### src/rtl/hmc6502_pkg.sv
// Shared constants for the hmc-6502 execution core: ALU op codes,
// register-file indices and status-flag bit positions.
package hmc6502_pkg;

    typedef enum logic [3:0] {
        ALU_OR    = 4'd0,
        ALU_AND   = 4'd1,
        ALU_EOR   = 4'd2,
        ALU_ADC   = 4'd3,
        ALU_SBC   = 4'd4,
        ALU_ASL   = 4'd5,
        ALU_LSR   = 4'd6,
        ALU_ROL   = 4'd7,
        ALU_ROR   = 4'd8,
        ALU_PASSA = 4'd9,
        ALU_PASSB = 4'd10,
        ALU_INC   = 4'd11,
        ALU_DEC   = 4'd12,
        ALU_CMP   = 4'd13,
        ALU_BIT   = 4'd14,
        ALU_ADD   = 4'd15
    } alu_op_e;

    localparam logic [1:0] REG_A = 2'd0;
    localparam logic [1:0] REG_X = 2'd1;
    localparam logic [1:0] REG_Y = 2'd2;
    localparam logic [1:0] REG_S = 2'd3;

    localparam int FLAG_N = 7;
    localparam int FLAG_V = 6;
    localparam int FLAG_Z = 1;
    localparam int FLAG_C = 0;

endpackage

### src/rtl/hmc6502_alu.sv
// Purely combinational 8-bit 6502 ALU with binary and decimal (BCD)
// add/subtract. Flags come out as {N,V,0,0,0,0,Z,C}.
module hmc6502_alu
    import hmc6502_pkg::*;
(
    input  alu_op_e      op,
    input  logic [7:0]   a,
    input  logic [7:0]   b,
    input  logic         ci,
    input  logic         bcd,
    output logic [7:0]   result,
    output logic [7:0]   flags
);

    logic [7:0] bb;       // b, inverted for the subtracting ops
    logic       cin;      // CMP always subtracts with carry set
    logic [8:0] sum9;
    logic [4:0] lo;
    logic [4:0] hi;
    logic       half;
    logic [7:0] dec_r;
    logic       dec_c;
    logic [7:0] r;
    logic       c;
    logic       v;

    // Shared binary adder: a + b (or ~b) + carry-in
    always_comb begin
        bb   = (op == ALU_SBC || op == ALU_CMP) ? ~b : b;
        cin  = (op == ALU_CMP) ? 1'b1 : ci;
        sum9 = {1'b0, a} + {1'b0, bb} + {8'b0, cin};
    end

    // Decimal path: nibble-wise add/subtract with +6/-6 correction.
    // Non-decimal digits are simply run through the same correction.
    always_comb begin
        lo    = '0;
        hi    = '0;
        half  = 1'b0;
        dec_r = '0;
        dec_c = 1'b0;
        if (op == ALU_SBC) begin
            lo          = {1'b0, a[3:0]} + {1'b0, ~b[3:0]} + {4'b0, ci};
            half        = lo[4];
            dec_r[3:0]  = half ? lo[3:0] : lo[3:0] - 4'd6;
            hi          = {1'b0, a[7:4]} + {1'b0, ~b[7:4]} + {4'b0, half};
            dec_c       = hi[4];
            dec_r[7:4]  = dec_c ? hi[3:0] : hi[3:0] - 4'd6;
        end else begin
            lo          = {1'b0, a[3:0]} + {1'b0, b[3:0]} + {4'b0, ci};
            half        = (lo > 5'd9);
            dec_r[3:0]  = lo[3:0] + (half ? 4'd6 : 4'd0);
            hi          = {1'b0, a[7:4]} + {1'b0, b[7:4]} + {4'b0, half};
            dec_c       = (hi > 5'd9);
            dec_r[7:4]  = hi[3:0] + (dec_c ? 4'd6 : 4'd0);
        end
    end

    // Operation select and flag assembly
    always_comb begin
        r = '0;
        c = ci;
        v = 1'b0;
        case (op)
            ALU_OR:    r = a | b;
            ALU_AND:   r = a & b;
            ALU_EOR:   r = a ^ b;
            ALU_ADC,
            ALU_SBC:   {c, r} = bcd ? {dec_c, dec_r} : sum9;
            ALU_CMP,
            ALU_ADD:   {c, r} = sum9;
            ALU_ASL:   begin r = {a[6:0], 1'b0}; c = a[7]; end
            ALU_LSR:   begin r = {1'b0, a[7:1]}; c = a[0]; end
            ALU_ROL:   begin r = {a[6:0], ci};   c = a[7]; end
            ALU_ROR:   begin r = {ci, a[7:1]};   c = a[0]; end
            ALU_PASSA: r = a;
            ALU_PASSB: r = b;
            ALU_INC:   r = a + 8'd1;
            ALU_DEC:   r = a - 8'd1;
            ALU_BIT:   r = a & b;
            default:   r = '0;
        endcase

        // Overflow is judged on the final (possibly decimal-adjusted) result
        if (op == ALU_ADC || op == ALU_SBC || op == ALU_CMP || op == ALU_ADD)
            v = (a[7] == bb[7]) && (r[7] != a[7]);
        else if (op == ALU_BIT)
            v = b[6];

        result         = r;
        flags          = '0;
        flags[FLAG_N]  = (op == ALU_BIT) ? b[7] : r[7];
        flags[FLAG_V]  = v;
        flags[FLAG_Z]  = (r == 8'h00);
        flags[FLAG_C]  = c;
    end

endmodule

### src/rtl/alu_regfile_core.sv
// hmc-6502 execution core: 4x8 register file (A,X,Y,S), operand and
// carry-in muxes, the ALU, and the registered result/flag stage.
module alu_regfile_core
    import hmc6502_pkg::*;
(
    input  logic         ph2,
    input  logic         reset,
    input  logic [7:0]   data_in,
    input  logic [7:0]   constant,
    input  logic [1:0]   a_sel,
    input  logic         b_sel,
    input  logic [7:0]   b_ext,
    input  logic [1:0]   reg_read_addr_a,
    input  logic [1:0]   reg_read_addr_b,
    input  logic [1:0]   reg_write_addr,
    input  logic         reg_write_en,
    input  logic [3:0]   alu_op,
    input  logic [1:0]   carry_sel,
    input  logic         p_c,
    input  logic         bcd,
    input  logic         c_temp_en,
    output logic [7:0]   r_q,
    output logic [7:0]   flags_q,
    output logic [7:0]   reg_a_data,
    output logic [7:0]   reg_b_data
);

    logic [3:0][7:0] regs;
    logic            c_temp;
    logic [7:0]      op_a;
    logic [7:0]      op_b;
    logic            ci;
    logic [7:0]      alu_r;
    logic [7:0]      alu_f;

    assign reg_a_data = regs[reg_read_addr_a];
    assign reg_b_data = regs[reg_read_addr_b];

    // Operand and carry-in selection
    always_comb begin
        case (a_sel)
            2'd0:    op_a = reg_a_data;
            2'd1:    op_a = data_in;
            2'd2:    op_a = constant;
            default: op_a = 8'h00;
        endcase
        op_b = b_sel ? b_ext : reg_b_data;
        case (carry_sel)
            2'd0:    ci = p_c;
            2'd1:    ci = c_temp;
            2'd2:    ci = 1'b0;
            default: ci = 1'b1;
        endcase
    end

    hmc6502_alu u_alu (
        .op     (alu_op_e'(alu_op)),
        .a      (op_a),
        .b      (op_b),
        .ci     (ci),
        .bcd    (bcd),
        .result (alu_r),
        .flags  (alu_f)
    );

    // Register file: writeback takes the already-registered result
    always_ff @(posedge ph2) begin
        if (reset)
            regs <= '0;
        else if (reg_write_en)
            regs[reg_write_addr] <= r_q;
    end

    // Result/flag stage plus saved carry for multi-byte address chains
    always_ff @(posedge ph2) begin
        if (reset) begin
            r_q     <= '0;
            flags_q <= '0;
            c_temp  <= 1'b0;
        end else begin
            r_q     <= alu_r;
            flags_q <= alu_f;
            if (c_temp_en)
                c_temp <= flags_q[FLAG_C];
        end
    end

endmodule

### config.mk
export PLATFORM = sky130hd
export DESIGN_NAME = alu_regfile_core
export DESIGN_NICKNAME = d
export VERILOG_FILES = /design/src/rtl/hmc6502_pkg.sv /design/src/rtl/hmc6502_alu.sv /design/src/rtl/alu_regfile_core.sv
export SDC_FILE = /design/constraint.sdc
export NUM_CORES = 1
export LEC_CHECK = 0
export BUFFER_PORTS_ARGS = -buffer_cell sky130_fd_sc_hd__buf_2
export CAP_MARGIN = 25
export CORE_MARGIN = 5
export CORE_UTILIZATION = 30
export DETAILED_ROUTE_END_ITERATION = 7
export PLACE_DENSITY = 0.47
export REMOVE_ABC_BUFFERS = 1
export SETUP_SLACK_MARGIN = 0.15
export SLEW_MARGIN = 20
export SYNTH_ARGS = -nofsm -noshare
export SYNTH_HDL_FRONTEND = slang
export SYNTH_SLANG_ARGS = --single-unit
### constraint.sdc
create_clock -name ph2 -period 9.6 [get_ports ph2]
set_input_delay 0 -clock ph2 [delete_from_list [all_inputs] [get_ports ph2]]
set_output_delay 0 -clock ph2 [all_outputs]
set_load 0.01 [all_outputs]
* Word-level counts from Yosys, hierarchy flattened
Cells that the tools add are included.
** Storage, ports and cells
- Output and inout port bits :: 32
- Bits in registers :: 49
- Input bits :: 45
- Logic and storage cells :: 96
** Operators by class
- Add/sub/neg operators :: 16
- Reduce and logical (&&, ||, !) cells :: 15
- Multiplexer cells :: 24
- Equality and inequality tests :: 21
- Bitwise operators :: 6
- Order comparisons :: 6
** Operators by type and width (number)
- $pmux 8 s13 :: 1
- $mux 8 :: 6
- $bmux 8 s2 :: 2
- $bwmux 32 :: 1
- $eq 4x4->1 const B :: 8
- $pmux 8 s3 :: 1
- $add 4x4->5 :: 4
- $add 5x1->5 :: 4
- $demux 8 s2 :: 1
- $eq 4x3->1 const B :: 4
- $gt 5x4->1 const B :: 2
- $reduce_or 2->1 :: 5
- $add 8x8->9 :: 1
- $add 9x1->9 :: 1
- $lt 2x3->1 const B :: 3
- $mux 9 :: 1
- $add 4x4->4 :: 2
- $add 8x1->8 const B :: 1
- $and 8x8->8 :: 1
- $eq 4x2->1 const B :: 2
- $logic_not 8->1 :: 1
- $mux 4 :: 2
- $not 4->4 :: 2
- $not 8->8 :: 1
- 18 further kinds :: 31

* Longest topological paths before layout
- Word-level depth :: 16
- Gate-level depth with buffers :: 28
- Depth with buffers taken out :: 25

* Modules after synthesis
From an unflattened synthesis, not the netlist that was laid out.
** Unflattened totals
- Cells, all modules :: 608
- Area, all modules :: 5268.8 um^2
** Modules (own cells, without submodules)
- hmc6502_alu :: cells each 404, sequential area each 0.0 um^2, times used 1, area each 3034.2 um^2
- alu_regfile_core :: cells each 204, sequential area each 980.9 um^2, times used 1, area each 2234.6 um^2

* Worst setup path before layout
No wires, ideal clock.
- Kind :: register to register
- Start point :: register regs[24] (netlist name)
- End point :: register flags_q[6]
- Stages on the path, launching flop included :: 23
- Arrival time :: 5548 ps
- Clock period less this slack :: 5640 ps
- Data required time :: 9508 ps
- Path buffers :: 0
- Slack :: 3960 ps
- Setup time :: 92 ps
- Cells stage by stage :: dfxtp_1 -> mux4_2 -> nor3b_1 -> nor2_1 -> fa_1 -> fa_1 -> nand2_1 -> a221o_1 -> inv_1 -> fa_1 -> fa_1 -> xnor2_1 -> nand2_1 -> a211o_1 -> ha_1 -> inv_1 -> fa_1 -> nor3_1 -> mux2_2 -> nor4_1 -> o221ai_1 -> mux2_2 -> o32ai_1
** On the way
- Word-level cells in the longest chain between the ends :: 16
- Elaborated cells on any way between the ends :: 31
- Those cells by class :: add/sub (12); order compare (2); eq/ne (1); mux (13); bitwise (2); reduce/logical (1)
** RTL lines
- from (decl) :: RTL line alu_regfile_core.sv:28 : logic [3:0][7:0] regs;
- from (signal, indexed assignment) :: RTL line alu_regfile_core.sv:71 : regs[reg_write_addr] <= r_q;
- $bmux 8 s2 * :: RTL line alu_regfile_core.sv:36 : assign reg_a_data = regs[reg_read_addr_a];
- $mux 8 (implied by the code) * :: RTL line alu_regfile_core.sv:36
- named net reg_a_data[0] :: RTL line alu_regfile_core.sv:24 : output logic [7:0] reg_a_data,
- $pmux 8 s3 * :: RTL line alu_regfile_core.sv:41 : case (a_sel)
- $add 4x4->5 :: RTL line hmc6502_alu.sv:50 : lo = {1'b0, a[3:0]} + {1'b0, b[3:0]} + {4'b0, ci};
- $add 5x1->5 :: RTL line hmc6502_alu.sv:50
- $gt 5x4->1 :: RTL line hmc6502_alu.sv:51 : half = (lo > 5'd9);
- $add 5x1->5 :: RTL line hmc6502_alu.sv:53 : hi = {1'b0, a[7:4]} + {1'b0, b[7:4]} + {4'b0, half};
- $gt 5x4->1 :: RTL line hmc6502_alu.sv:54 : dec_c = (hi > 5'd9);
- $mux 3 :: RTL line hmc6502_alu.sv:55 : dec_r[7:4] = hi[3:0] + (dec_c ? 4'd6 : 4'd0);
- $add 4x4->4 :: RTL line hmc6502_alu.sv:55
- $mux 8 :: RTL line hmc6502_alu.sv:42 : if (op == ALU_SBC) begin
- $mux 9 :: RTL line hmc6502_alu.sv:69 : ALU_SBC: {c, r} = bcd ? {dec_c, dec_r} : sum9;
- $pmux 8 s13 * :: RTL line hmc6502_alu.sv:64 : case (op)
- $ne 1x1->1 * :: RTL line hmc6502_alu.sv:86 : v = (a[7] == bb[7]) && (r[7] != a[7]);
- $logic_and 1x1->1 * :: RTL line hmc6502_alu.sv:86
- $mux 1 * :: RTL line hmc6502_alu.sv:85 : if (op == ALU_ADC || op == ALU_SBC || op == ALU_CMP || op == ALU_ADD)
- to (signal assigned) :: RTL line alu_regfile_core.sv:82 : flags_q <= alu_f;
- to (decl) :: RTL line alu_regfile_core.sv:23 : output logic [7:0] flags_q,
The timed path passes the listed nets; every way through them passes the cells marked *. The select of a mux whose other input is x is not followed.
A chain may end at the register's enable or synchronous reset.

* Worst setup path in the final report
- Start point :: register regs[16] (netlist name)
- End point :: register flags_q[6]
** On the way
- Word-level cells in the longest chain between the ends :: 16
- Elaborated cells on any way between the ends :: 31
- Those cells by class :: add/sub (12); order compare (2); eq/ne (1); mux (13); bitwise (2); reduce/logical (1)
** RTL lines (RTL line)
- $bmux 8 s2 (on tied branches) :: alu_regfile_core.sv:36, alu_regfile_core.sv:37
- $mux 8 (on tied branches) :: alu_regfile_core.sv:36, alu_regfile_core.sv:37
- $pmux 8 s3 / $mux 8 (equally long branches) :: alu_regfile_core.sv:41, alu_regfile_core.sv:47
- $add 4x4->5 :: hmc6502_alu.sv:50
- $add 5x1->5 :: hmc6502_alu.sv:50
- $gt 5x4->1 :: hmc6502_alu.sv:51
- $add 5x1->5 :: hmc6502_alu.sv:53
- $gt 5x4->1 :: hmc6502_alu.sv:54
- $mux 3 :: hmc6502_alu.sv:55
- $add 4x4->4 :: hmc6502_alu.sv:55
- $mux 8 :: hmc6502_alu.sv:42
- $mux 9 :: hmc6502_alu.sv:69
- $pmux 8 s13 * :: hmc6502_alu.sv:64
- $ne 1x1->1 * :: hmc6502_alu.sv:86
- $logic_and 1x1->1 * :: hmc6502_alu.sv:86
- $mux 1 * :: hmc6502_alu.sv:85
Every way passes the cells marked *; elsewhere a longest branch is shown, timed or not. The select of a mux whose other input is x is not followed.

==> results.txt <==
----------------------------------------------------
[Pwr]
  Leakage ... 2.72 nW
  Switching fraction of total power ... 37.0%
  Part of the total power dissipated in the clock network ... 28.6%
  Power per standard cell area ... 125 nW/um^2
  Power Total ... 0.733 mW
  Maximum vdd drop ... 0.0888 mV
  Switching power ... 0.271 mW
  Internal power consumption ... 0.462 mW
  Relative contribution of combinational cells to total power ... 43.3%
  Sequential cell fraction of total power ... 28.1%

[Critical path]
  Reg-to-Reg Start ... regs[16]
  Number of cells on the worst reg-to-reg path ... 24
  Cell-by-cell trace of the critical path ... mux4_2 > nor3b_1 > nor2_1 > buf_4 > fa_1 > fa_1 > xnor2_1 > nand2_1 > a221o_1 > inv_1 > fa_1 > fa_1 > xnor2_1 > nand2_1 > a211o_1 > ha_1 > inv_1 > fa_1 > nor3_1 > mux2_2 > nor4_1 > o221ai_1 > mux2_2 > o32ai_1
  Crit path buf inv count ... 3
  Arrival @ worst endpoint ... 6.40 ns
  Instance count on the critical path ... 24
  Critical path peak fanout ... 10
  Biggest cell delay along the critical path ... 0.48 ns
  Max stage delay cell, worst path ... sky130_fd_sc_hd__fa_1
  Slack of the worst reg-to-reg path ... 3.40 ns
  Crit path required time ... 9.80 ns
  Setup crit end ... flags_q[6]
  Endpoint kind of the worst setup timing path ... flip-flop
  Kind of start point of the critical path ... flip-flop
  Worst setup path startpoint ... regs[16]
  Crit-path most repeated cell ... sky130_fd_sc_hd__fa_1
  Type of the worst setup path ... flip-flop to flip-flop
  Crit-path leading delay family ... adder cells
  Critical register-to-register path endpoint ... flags_q[6]

[Synthesis]
  Portion of the post-synthesis area used by sequential elements ... 17.5%
  Largest cells by area after synthesis ... sky130_fd_sc_hd__dfxtp_1 17%, sky130_fd_sc_hd__mux2i_1 12%, sky130_fd_sc_hd__ha_1 10%
  Synth Area in Adders ... 14.8%
  Async set-or-reset flop fraction in the synthesized netlist ... 0%
  Post-synth EDFFs ... 0
  Count of distinct cell types in the synthesized netlist ... 75
  Dominant synthesized flop cell ... sky130_fd_sc_hd__dfxtp_1
  Top-area cell type share of the netlist area ... 17.5%
  Xor/xnor cell area share of the yosys netlist ... 5.53%
  Mean instance size in the synthesized netlist ... 8.58 um^2
  Combinational family with the most area after synthesis ... compound AO/OA/AOI/OAI gates
  Synth Register Bits ... 45
  Netlist Area Pre-Place ... 5160 um^2
  Synth Area in Simple Gates ... 17.2%
  Cell accounting for the most synthesized area ... sky130_fd_sc_hd__dfxtp_1
  Total of warnings raised by yosys ... 0
  Multiplexer fraction of the synthesized cell area ... 18.5%
  Area fraction in compound gates after synthesis ... 19.2%
  Post-Synthesis Cells ... 601

[Detailed routing]
  Count of nets left with antenna violations after detail routing ... 0
  Detailed-route vias per instance ... 5.36
  DRC violation count after routing ... 0
  Number of DRC markers in iteration 0 ... 340
  Vias after detailed routing ... 4732
  Wire per inst ... 18.8 um
  Total Wirelength ... 16600 um
  Number of detailed-route iterations in the first pass ... 5

[Placed design]
  Global placement routability congestion ... 0.855
  HPWL Detailed ... 12800 um
  IO buf count ... 72

[Global routing]
  Wire length of the first global-routing pass ... 26500 um
  GRT Total Usage ... 16.6%
  Global route overflow ... 0
  Number of antenna violations at the first check in global routing ... 0
  Maximum number of pins on one net before global-route repair ... 48
  Via count of the first global-routing pass ... 4807

[CTS]
  TritonCTS Sinks ... 45
  H-tree level count ... 2
  Postcts setup bufs ... 0
  CTS tree ... done
  Cts bufs inserted ... 5
  Root buffer selected by CTS ... sky130_fd_sc_hd__clkbuf_16
  Clock latency on the worst-skew pair ... 0.30 ns
  Maximum number of buffers from clock root to sink ... 2
  Clock slew at reported path FFs ... 0.07 ns

[Timing]
  Number of endpoints with negative hold slack in the final report ... 0
  Min cycle time layout ... 6.20 ns
  Finish-stage setup viols ... 0
  Number of max-slew violations in the final report ... 0
  Final hold slack ... 0.234 ns
  Post-route clock skew ... 0.0119 ns
  Period Utilization, post-route ... 64.6%
  Max Fclk ... 161 MHz
  Worst rel slew slack ... 42.2%
  Worst-margin pin slew ... 0.861 ns
  Total Negative Setup Slacks ... 0 ns
  RSZ-0062 raised after global routing ... false

[Die]
  Floorplan die area ... 19900 um^2
  Initial standard-cell utilization of the core ... 30.2%
  Row count ... 48
  Die X-Extent ... 141 um
  Area of the core ... 17100 um^2
  Number of ports placed on the die boundary ... 77
  Chip height ... 141 um

[Run]
  Max Cap Violations ... 0

[Layout]
  Proportion of layout cells with a drive suffix above 1 ... 17.2%
  Total area of multi-input combinational cells ... 3900 um^2
  Number of antenna cells inserted ... 0
  Sequential cell area ... 901 um^2
  Fill cells ... 1829
  Final core area utilization ... 34.3%
  Total Nets Final ... 756
  Area growth from synthesis to layout ... 13.5%

[Worst hold path]
  Hold crit path type ... input pin to flip-flop
  Worst hold path cell count ... 3

[Run status]
  Outcome ... finished, final reports clean

----------------------------------------------------
[worst min-delay path by stage]
stage | startpoint | to
global placement | c_temp_en | c_temp
floorplan | reset | r_q[5]
global route | b_ext[6] | flags_q[6]
detailed placement | c_temp_en | c_temp
finish | b_ext[6] | flags_q[6]
CTS | b_ext[6] | flags_q[6]
[synthesized netlist by cell type, drive strengths merged (3+ instances only)]
library cell,instances
a211o,4
a211oi,6
a21o,5
a21oi,18
a22o,4
a22oi,4
a41oi,3
and2b,3
buf,20
clkbuf,18
dfxtp,45
fa,12
ha,42
inv,39
mux2,7
mux2i,61
mux4,10
nand2,33
nand2b,8
nand3,6
nand3b,6
nand4b,3
nor2,70
nor2b,13
nor3,10
nor3b,8
o211ai,3
o21a,4
o21ai,30
o21bai,5
o221ai,10
o22ai,18
o31ai,5
xnor2,20
xor2,10
[metal layers]
layer | vias up | track usage (%) | part of all wire, %
li1 | 2277 | - | -
met1 | 2289 | 23.4 | 48
met2 | 148 | 26.6 | 45
met3 | 18 | 2.58 | 5.6
met4 | 0 | 4.03 | 1.6
met5 | - | 0 | 0
[cells in the final DEF, fill, tap and decap left out, types with 20 or more instances in the layout]
cell type	n
sky130_fd_sc_hd__mux2i_1	60
sky130_fd_sc_hd__dfxtp_1	45
sky130_fd_sc_hd__xnor2_1	20
sky130_fd_sc_hd__inv_1	38
sky130_fd_sc_hd__ha_1	42
sky130_fd_sc_hd__buf_2	72
sky130_fd_sc_hd__nor2_1	69
sky130_fd_sc_hd__nand2_1	32
sky130_fd_sc_hd__o21ai_0	25
[final cells by class]
type,instances,area share (%)
Inverter,39,2.50
Multi-Input combinational cell,482,66.6
Timing Repair Buffer,84,7.70
Tap cell,225,4.81
Clock inverter,2,0.641
Sequential cell,45,15.4
Clock buffer,6,2.37
[flip-flops by register name, summed over array words and instances (netlist names)]
name     flops
flags_q      4
r_q          8
regs        32
c_temp       1
[logic make-up after synthesis]
family,after synthesis
adder cells (fa/ha/maj),54
multiplexers,78
XOR/XNOR,31
AO/OA/AOI/OAI,141
flip-flops,45
other,1
buffers and inverters,77
AND/OR/NAND/NOR,174
[power groups by stage]
| stage | Combinational [mW] | Sequential [mW] | Clock (mW) |
|---|---|---|---|
| floorplan | 0.216 | 0.209 | 0 |
| global placement | 0.313 | 0.210 | 0 |
| detailed placement | 0.315 | 0.210 | 0 |
| CTS | 0.317 | 0.206 | 0.214 |
| global route | 0.355 | 0.207 | 0.221 |
| finish | 0.318 | 0.206 | 0.209 |
[stage by stage]
step	area, um^2	setup slack [ns]	instances
floorplan	4940	3.97	566
global placement	5660	3.55	873
global route	5850	2.92	883
finish	5850	3.40	883
CTS	5850	3.43	882
detailed placement	5660	3.45	873
[tightest hold or removal path, cell delays in order]
cell and delay, ns:
sky130_fd_sc_hd__buf_2 0.10, sky130_fd_sc_hd__mux2i_4 0.11, sky130_fd_sc_hd__o32ai_1 0.26
[what timing repair did]
action / CTS / global route
endpoints found under the hold margin: 1 / 0
hold buffers: 1 / 0
gates resized for setup: 0 / 0
Power figures use the tool's default switching activity.
